## config.mk

```make
export PLATFORM = sky130hd
export DESIGN_NAME = reconfig_tmr_nb
export DESIGN_NICKNAME = d
export VERILOG_FILES = /design/src/rtl/reconfig_tmr_nb.sv
export SDC_FILE = /design/constraint.sdc
export NUM_CORES = 1
export LEC_CHECK = 0
export ABC_AREA = 1
export CORE_MARGIN = 1
export CORE_UTILIZATION = 46
export DETAILED_ROUTE_END_ITERATION = 12
export GPL_TIMING_DRIVEN = 0
export PLACE_DENSITY = 0.74
export SYNTH_ARGS = -nofsm -noshare
export SYNTH_HDL_FRONTEND = slang
export SYNTH_SLANG_ARGS = --single-unit
```

## constraint.sdc

```tcl
create_clock -name pulseClk -period 1.7 [get_ports pulseClk]
set_input_delay 0.17 -clock pulseClk [delete_from_list [all_inputs] [get_ports pulseClk]]
set_output_delay 0.17 -clock pulseClk [all_outputs]
set_load 0.01 [all_outputs]
```

## src/rtl/reconfig_tmr_nb.sv

```systemverilog
// Programmable down-count timer with a configurable-width output pulse.
// Periodic or one-shot operation; paces LFSR stepping downstream.
module reconfig_tmr_nb #(
   parameter int WIDTH   = 8,
   parameter int PULSE_W = 1
) (
   input  logic             pulseClk,
   input  logic             rst,
   input  logic             en,
   input  logic             mode,
   input  logic             start,
   input  logic             loadNow,
   input  logic [WIDTH-1:0] timeAdj,
   output logic             pulseROut,
   output logic             busy,
   output logic             done,
   output logic [WIDTH-1:0] count
);

   localparam int PW = $clog2(PULSE_W + 1);
   localparam logic [WIDTH-1:0] C_ONE  = WIDTH'(1);
   localparam logic [PW-1:0]    P_ONE  = PW'(1);
   localparam logic [PW-1:0]    P_LAST = PW'(PULSE_W - 1);

   typedef enum logic [1:0] {
      IDLE,
      LOAD,
      COUNT,
      PULSE
   } state_e;

   state_e           state_q, state_d;
   logic [WIDTH-1:0] cnt_q, cnt_d;
   logic [PW-1:0]    pcnt_q, pcnt_d;
   logic             done_q, done_d;

   always_ff @(posedge pulseClk) begin
      if (!rst) begin
         state_q <= IDLE;
         cnt_q   <= '0;
         pcnt_q  <= '0;
         done_q  <= 1'b0;
      end else begin
         state_q <= state_d;
         cnt_q   <= cnt_d;
         pcnt_q  <= pcnt_d;
         done_q  <= done_d;
      end
   end

   always_comb begin
      state_d = state_q;
      cnt_d   = cnt_q;
      pcnt_d  = pcnt_q;
      done_d  = done_q;
      // done clears on an IDLE start even while disabled
      if (state_q == IDLE && start) begin
         done_d = 1'b0;
      end
      if (!en) begin
         state_d = IDLE;
      end else begin
         unique case (state_q)
            IDLE: begin
               if (!mode || start) begin
                  state_d = LOAD;
               end
            end
            LOAD: begin
               cnt_d   = timeAdj;
               pcnt_d  = '0;
               state_d = COUNT;
            end
            COUNT: begin
               if (loadNow) begin
                  cnt_d = timeAdj;
               end else if (cnt_q != '0) begin
                  cnt_d = cnt_q - C_ONE;
               end else begin
                  state_d = PULSE;
               end
            end
            PULSE: begin
               // saturates at PULSE_W on exit; LOAD clears it
               pcnt_d = pcnt_q + P_ONE;
               if (pcnt_q == P_LAST) begin
                  if (mode) begin
                     state_d = IDLE;
                     done_d  = 1'b1;
                  end else begin
                     state_d = LOAD;
                  end
               end
            end
         endcase
      end
   end

   assign pulseROut = (state_q == PULSE);
   assign busy      = (state_q != IDLE);
   assign done      = done_q;
   assign count     = cnt_q;

endmodule

```

# Yosys cells after proc, flatten, opt, wreduce, memory -nomap -nowiden
# Cells that the tools add are included.
totals:
  word_cells: 41
  ff_bits: 12
  in_bits: 14
  out_inout_bits: 11
op_classes:
  n_reduce_logical: 12
  eq_ne: 8
  n_addsub: 2
  muxes: 15
op_table:
  columns: ["cell", "n"]
  rows:
  - ["two-way mux 8 bit", 2]
  - ["one-hot mux 8 bit (2 select lines)", 1]
  - ["two-way mux 2 bit", 4]
  - ["one-hot mux 2 bit (4 select lines)", 1]
  - ["nonzero test 8 bit", 1]
  - ["subtractor 8 x 1 -> 8 bit (second input constant)", 1]
  - ["two-way mux 1 bit", 6]
  - ["inequality test 2 bit (second input constant)", 3]
  - ["nonzero test 2 bit", 3]
  - ["equality test 2 bit (second input constant)", 2]
  - ["AND reduction 2 bit", 2]
  - ["AND reduction 4 bit", 1]
  - ["inequality test 3 bit (second input constant)", 1]
  - ["AND reduction 3 bit", 1]
  - ["equality test 2 x 1 -> 1 bit (second input constant)", 1]
  - ["logical NOT 2 bit", 1]
  - ["inequality test 2 x 1 -> 1 bit (second input constant)", 1]
  - ["one-hot mux 1 bit (2 select lines)", 1]
  - ["adder 1 bit (second input constant)", 1]
  - ["logical AND 1 bit", 1]
  - ["logical NOT 1 bit", 1]
  - ["logical OR 1 bit", 1]

# Depth between registers and ports, before layout
# Gate-level depths: netlist of the first run.
logic_depth:
  ltp_word: 7
  ltp_mapped: 11
  mapped_depth_nobuf: 11

# Worst setup path before layout of the first run
# No wires, ideal clock.
synth_timing:
  path_type: "flip-flop to flip-flop"
  from: "reg state_q[0]"
  to: "reg cnt_q[2] (netlist: count[2])"
  synth_period_minus_slack_ns: 1.453
  setup_ns: 0.115
  t_arrival_ns: 1.338
  stages_incl_launch_ff: 12
  t_required_ns: 1.585
  slack_ns: 0.247
  cell_sequence: "dfxtp_1 inv_1 ha_1 inv_2 nor2_4 inv_2 buf_4 nor2_1 a21oi_1 nand3_1 nand2_1 nor2_1"
synth_via:
  elab_chain_cells: 3
  word_cells_on_any_way: 6
  classes_between: "eq/ne (3); mux (1); reduce/logical (2)"
synth_lines:
  columns: ["item", "line", "text"]
  rows:
  - ["from (decl)", "32", "state_e state_q, state_d;"]
  - ["from (signal assigned)", "44", "state_q <= state_d;"]
  - ["equality test 2 bit or equality test 2 x 1 -> 1 bit (tied branches)", "63", "unique case (state_q)"]
  - ["inequality test 3 bit (no line) or nonzero test 2 bit (tied branches)", null, null]
  - ["AND reduction 3 bit (no line)", null, null]
  - ["to (signal assigned)", "45", "cnt_q <= cnt_d;"]
  - ["to (decl)", "33", "logic [WIDTH-1:0] cnt_q, cnt_d;"]
# Parallel ways exist; a longest one is shown, timed or not.
# A chain may end at the register's enable or synchronous reset.

# Final worst setup path of the first run
layout_timing:
  from: "reg state_q[1]"
  to: "out pulseROut"
layout_via:
  elab_chain_cells: 1
layout_lines:
  columns: ["item", "line", "text"]
  rows:
  - ["equality test 2 bit", "99", "assign pulseROut = (state_q == PULSE);"]
  - ["to (decl)", "14", "output logic pulseROut,"]
# Every way passes these cells.

==> flow_summary.ini, run 1 <==
[timing]
final.period_utilization_pct = 96.42
final-hold-violation-count = 0
fmax_ghz = 0.6101
fin_tns_setup_ns = 0
whs_ns = 0.3264
rsz0062_at_grt = false
slew_headroom_pct = 65.70
finalMaxSlewViolations = 0
skew_ns = 0.006445
worstMarginPinSlew_ns = 0.5145
setup_viol = 0
period_needed_ns = 1.639

[detailed_routing]
viasPerCell = 4.915
wl_per_cell_um = 11.07
first_pass_iters = 4
ant_nets = 0
drcViolationCount = 0
wl_um = 2092
dr.first_iter.drc_count = 14
vias = 929

[die]
io_pins = 25
dieHeight_um = 45.79
fp.coreArea_um2 = 1764
die_w_um = 45.79
die-area_um2 = 2097
fp-row-count = 15
initial_core_util_pct = 50.00

[min_path]
hold_end = count[6]
hp-start = rst
min_path_type = input pin to register
holdPathStages = 3

[power_and_ir_drop]
combPwrFrac_pct = 30.7
switching_share_pct = 32.35
p_leak_nw = 0.5448
p_sw_mw = 0.2593
power_mw = 0.8017
powerDensity_nw_per_um2 = 667.5
clkPwrFrac_pct = 29.6
vdd_drop_max_v = 0.0005134
pwr-share-seq_pct = 39.7
intPower_mw = 0.5424

[place]
placed_cell_area_um2 = 1144
io_buffers = 23
place.gp.congestion = 0.8257
hpwl_um = 1576
dp_cells = 185

[yosys]
netlist.area_leader.share_pct = 27.23
syn_nets = 157
yosys_register_bits = 12
seq_area_frac_synth_pct = 27.23
avgSynthCellArea_um2 = 6.439
synth.cell_area_um2 = 882.1
synth_cell_type_count = 21
yosysTopAreaCell = dfxtp_1
yosysWarnings = 0
syn_inst = 137
synth.top_cells.by_area = dfxtp_1 27%, nand2_1 14%, ha_1 8.5%

[clock_network]
path_clk_slew_ns = 0.09
htreeDepth = 1
cts_buffers = 3
clockRootBuffer = clkbuf_4
clock_sinks = 12
cts_max_path_buffers = 2
clock_latency_ns = 0.28
cts_tree = done

[setup_path]
crit_type = register to output port
r2r-end = count[3]
required_ns = 1.53
cp-start-kind = register
end_kind = output port
r2r_start = count[0]
regToRegSetupSlack_ns = 0.14
critPathArrivalTime_ns = 1.47
reg2reg_depth = 11
critical_path.max_fanout = 6

[grt]
grt_pass1_wl_um = 3346
antenna_found_initial = 0
track_usage_pct = 22.33
grt_pass1_vias = 813
overflow = 0
grt_max_degree = 11

[final_layout]
drive_gt1_share_pct = 13.41
instances_no_fill = 189
antenna_cells = 0
finalNetCount = 185
synthToLayoutAreaGrowth_pct = 36.17
fillers = 161
final_area_um2 = 1201

[run_status]
status = finished, final reports clean

[flow_run]
cap_violations = 0
## final cells by class
class,count,area (um2),share of cell area (%)
Buffer,3,15.01,1.250
Clock buffer,4,36.28,3.021
Tap cell,25,31.28,2.604
Timing Repair Buffer,23,229.0,19.06
Inverter,17,63.81,5.313
Multi-Input combinational cell,105,580.6,48.33
Sequential cell,12,245.2,20.42
## worst max-delay path, cell delays in order, from the launching register on
cell	delay, ns
dfxtp_2	0.39
ha_2	0.25
clkdlybuf4s50_1	0.55
## Yosys cell counts
master / count
nand2_1: 34
nor2_1: 18
inv_1: 14
dfxtp_1: 12
a21oi_1: 10
nand3_1: 10
ha_1: 6
o21ai_0: 5
nor3_1: 4
inv_2: 3
nand2_4: 3
nor2_4: 3
o21ai_1: 3
clkbuf_1: 2
nand2_2: 2
nand3b_1: 2
nand4_1: 2
buf_4: 1
o211ai_1: 1
xnor2_1: 1
xor2_1: 1
## power groups by stage
stage | Combinational (mW) | Clock (mW) | Sequential [mW]
detailed placement | 0.245 | 0 | 0.324
floorplan | 0.151 | 0 | 0.326
finish | 0.246 | 0.237 | 0.319
global placement | 0.236 | 0 | 0.323
global route | 0.275 | 0.253 | 0.322
CTS | 0.245 | 0.244 | 0.318
## routing by layer
layer  GRT usage [%]  wire (um)  share of wire, %
met3           3.175         92               4.4
met4           12.94         26               1.2
met5               0          0                 0
met1           28.33       1015                49
met2           35.71        958                46
## through the flow
stage / util [%] / setup slack, ns
floorplan: - / 0.2470
global placement: 64.82 / 0.1021
detailed placement: 64.82 / 0.05555
CTS: 67.09 / 0.02546
global route: 68.09 / 0.002499
finish: 68.09 / 0.06085
## worst max-delay path by stage
stage | endpoint | slack [ns] | cells past startpoint | start
final | pulseROut | 0.06 | 2 | state_q[1]
after detailed placement | count[2] | 0.06 | 11 | state_q[0]
after global routing | pulseROut | 0.002 | 2 | state_q[1]
after CTS | pulseROut | 0.03 | 2 | state_q[0]
after global placement | count[2] | 0.10 | 11 | state_q[0]
after floorplan | count[2] | 0.25 | 11 | state_q[0]
## state kept, by name, summed over array words and instances, names as in the netlist
name     cells
state_q      2
pcnt_q       1
done         1
count        8
## logic make-up (layout without fill, tap and decap cells)
family,after synthesis,after routing,synth area share [%]
simple gates,78,78,42.27
buf+inv,20,47,8.937
compound gates,19,19,11.06
flops,12,12,27.23
fa+ha+maj,6,6,8.510
xor+xnor,2,2,1.986
## cell usage in the layout (no fill, tap or decap), types with 4 or more instances in the layout
cell type	n
a21oi_1	10
nor3_1	4
nand2_1	34
nor2_1	18
o21ai_0	5
inv_1	13
clkdlybuf4s50_1	22
dfxtp_1	10
nand3_1	10
inv_2	4
## repair_timing
action	in CTS	in global routing
hold buffers	0	0
setup buffers	0	0
resized for setup	4	5
endpoints found under the setup margin	2	8
No activity file was read; power rests on OpenSTA's default activity.
==> run 2, diff against run 1 <==
--- a/config.mk
+++ b/config.mk
@@ -11,6 +11,7 @@
 export DETAILED_ROUTE_END_ITERATION = 12
 export GPL_TIMING_DRIVEN = 0
 export PLACE_DENSITY = 0.74
+export SETUP_SLACK_MARGIN = 0.1
 export SYNTH_ARGS = -nofsm -noshare
 export SYNTH_HDL_FRONTEND = slang
 export SYNTH_SLANG_ARGS = --single-unit
==> flow_summary.ini, run 2 (synthesis results as in run 1) <==
[run_status]
status = finished, final reports clean

[grt]
grt_max_degree = 11
overflow = 0
grt_pass1_vias = 813
antenna_found_initial = 0
track_usage_pct = 22.33
grt_pass1_wl_um = 3346

[timing]
final.period_utilization_pct = 88.94
final-hold-violation-count = 0
worstMarginPinSlew_ns = 0.5167
setup_viol = 0
finalMaxSlewViolations = 0
slew_headroom_pct = 65.55
rsz0062_at_grt = false
period_needed_ns = 1.512
skew_ns = 0.005973
fin_tns_setup_ns = 0
fmax_ghz = 0.6614

[clock_network]
path_clk_slew_ns = 0.08
cts_buffers = 3
cts_tree = done
cts_max_path_buffers = 2
clock_latency_ns = 0.28
clock_sinks = 12
htreeDepth = 1
clockRootBuffer = clkbuf_4

[min_path]
min_path_type = input pin to register
holdPathStages = 3

[detailed_routing]
ant_nets = 0
viasPerCell = 4.958
vias = 952
dr.first_iter.drc_count = 7
wl_um = 2169
first_pass_iters = 4
wl_per_cell_um = 11.30
drcViolationCount = 0

[die]
io_pins = 25
die_w_um = 45.79
die-area_um2 = 2097
dieHeight_um = 45.79
fp-row-count = 15
initial_core_util_pct = 50.00
fp.coreArea_um2 = 1764

[place]
io_buffers = 23
place.gp.congestion = 0.8257
hpwl_um = 1576
placed_cell_area_um2 = 1144

[setup_path]
slowest_delay_ns = 0.59
r2r_start = state_q[0]
reg2reg_depth = 10
worstSetupEndpoint = count[3]
cp.depth = 1
path_buf_inv = 1
required_ns = 1.53
worstPathCellList = clkdlybuf4s50_1
critPathArrivalTime_ns = 1.34
cp_top_family = buffers and inverters
r2r-end = count[0]
critical_path.max_fanout = 5
regToRegSetupSlack_ns = 0.20
end_kind = output port
cp-start-kind = register
crit_type = register to output port
critPathSlowestCell = clkdlybuf4s50_1
cp-startpoint = count[3]

[final_layout]
final_area_um2 = 1240
synthToLayoutAreaGrowth_pct = 40.57
layout_commonest_cell = nand2_1
largest_reg_flops = 8
multiInputGateArea_um2 = 596.8
layout_common_cells = 34 x nand2_1, 21 x clkdlybuf4s50_1, 17 x nor2_1
finalNetCount = 188
antenna_cells = 0
fillers = 152
drive_gt1_share_pct = 17.37
final-seq-area_um2 = 246.5

[power_and_ir_drop]
switching_share_pct = 32.66
p_leak_nw = 0.5669
clkPwrFrac_pct = 29.2
intPower_mw = 0.5496
p_sw_mw = 0.2665
vdd_drop_max_v = 0.0005312
pwr-share-seq_pct = 39.1
combPwrFrac_pct = 31.6
powerDensity_nw_per_um2 = 658.2

[flow_run]
cap_violations = 0
==> run 2: timing repair <==
action	in CTS	in global routing
resized for setup	7	8
hold buffers	0	0
setup buffers	0	3
pin swaps	0	2
setup endpoints to repair	6	8
==> run 2: power by group through the flow <==
stage               registers (mW)  logic [mW]  clock network (mW)
global placement             0.323       0.236                   0
detailed placement           0.324       0.245                   0
CTS                          0.318       0.245               0.244
finish                       0.319       0.258               0.238
global route                 0.322       0.287               0.252
floorplan                    0.326       0.151                   0
==> run 2: how the worst min path moves through the flow <==
stage | start | to | slack [ns]
finish | rst | count[6] | 0.32
global route | rst | count[0] | 0.35
CTS | rst | count[6] | 0.32
detailed placement | done | done | 0.45
global placement | done | done | 0.45
floorplan | mode | done | 0.34
==> run 2: through the flow <==
stage / hold slack [ns] / total power, mW / setup slack (ns) / instances / util (%)
after detailed placement: 0.4533 / 0.5693 / 0.05555 / 185 / 64.82
after global placement: 0.4550 / 0.5591 / 0.1021 / 185 / 64.82
after global routing: 0.3469 / 0.8615 / 0.08643 / 192 / 70.28
after floorplan: 0.3378 / 0.4770 / 0.2470 / 137 / -
final: 0.3240 / 0.8162 / 0.1881 / 192 / 70.28
after CTS: 0.3199 / 0.8072 / 0.1051 / 189 / 67.31
==> run 2: cell type report <==
class / count / share of cell area [%]
timing repair buffer: 26 / 20.18
inverter: 17 / 5.146
tap: 25 / 2.523
sequential: 12 / 19.88
clock buffer: 4 / 2.926
buffer: 3 / 1.211
multi-input combinational: 105 / 48.13
==> run 2: worst reg2reg max path: stages (launching register included) <==
cell and delay, ns:
dfxtp_4 0.38, inv_2 0.10, ha_4 0.16, inv_2 0.05
nor2_4 0.13, inv_2 0.06, buf_4 0.17, o21ai_1 0.13
nand3b_1 0.12, nand2_1 0.06, nor2_1 0.09
==> run 2: per-layer routing <==
metal	global-route usage, %	wire (um)
met3	3.175	86
met2	35.71	999
met5	0	0
met1	28.33	1038
met4	12.94	45
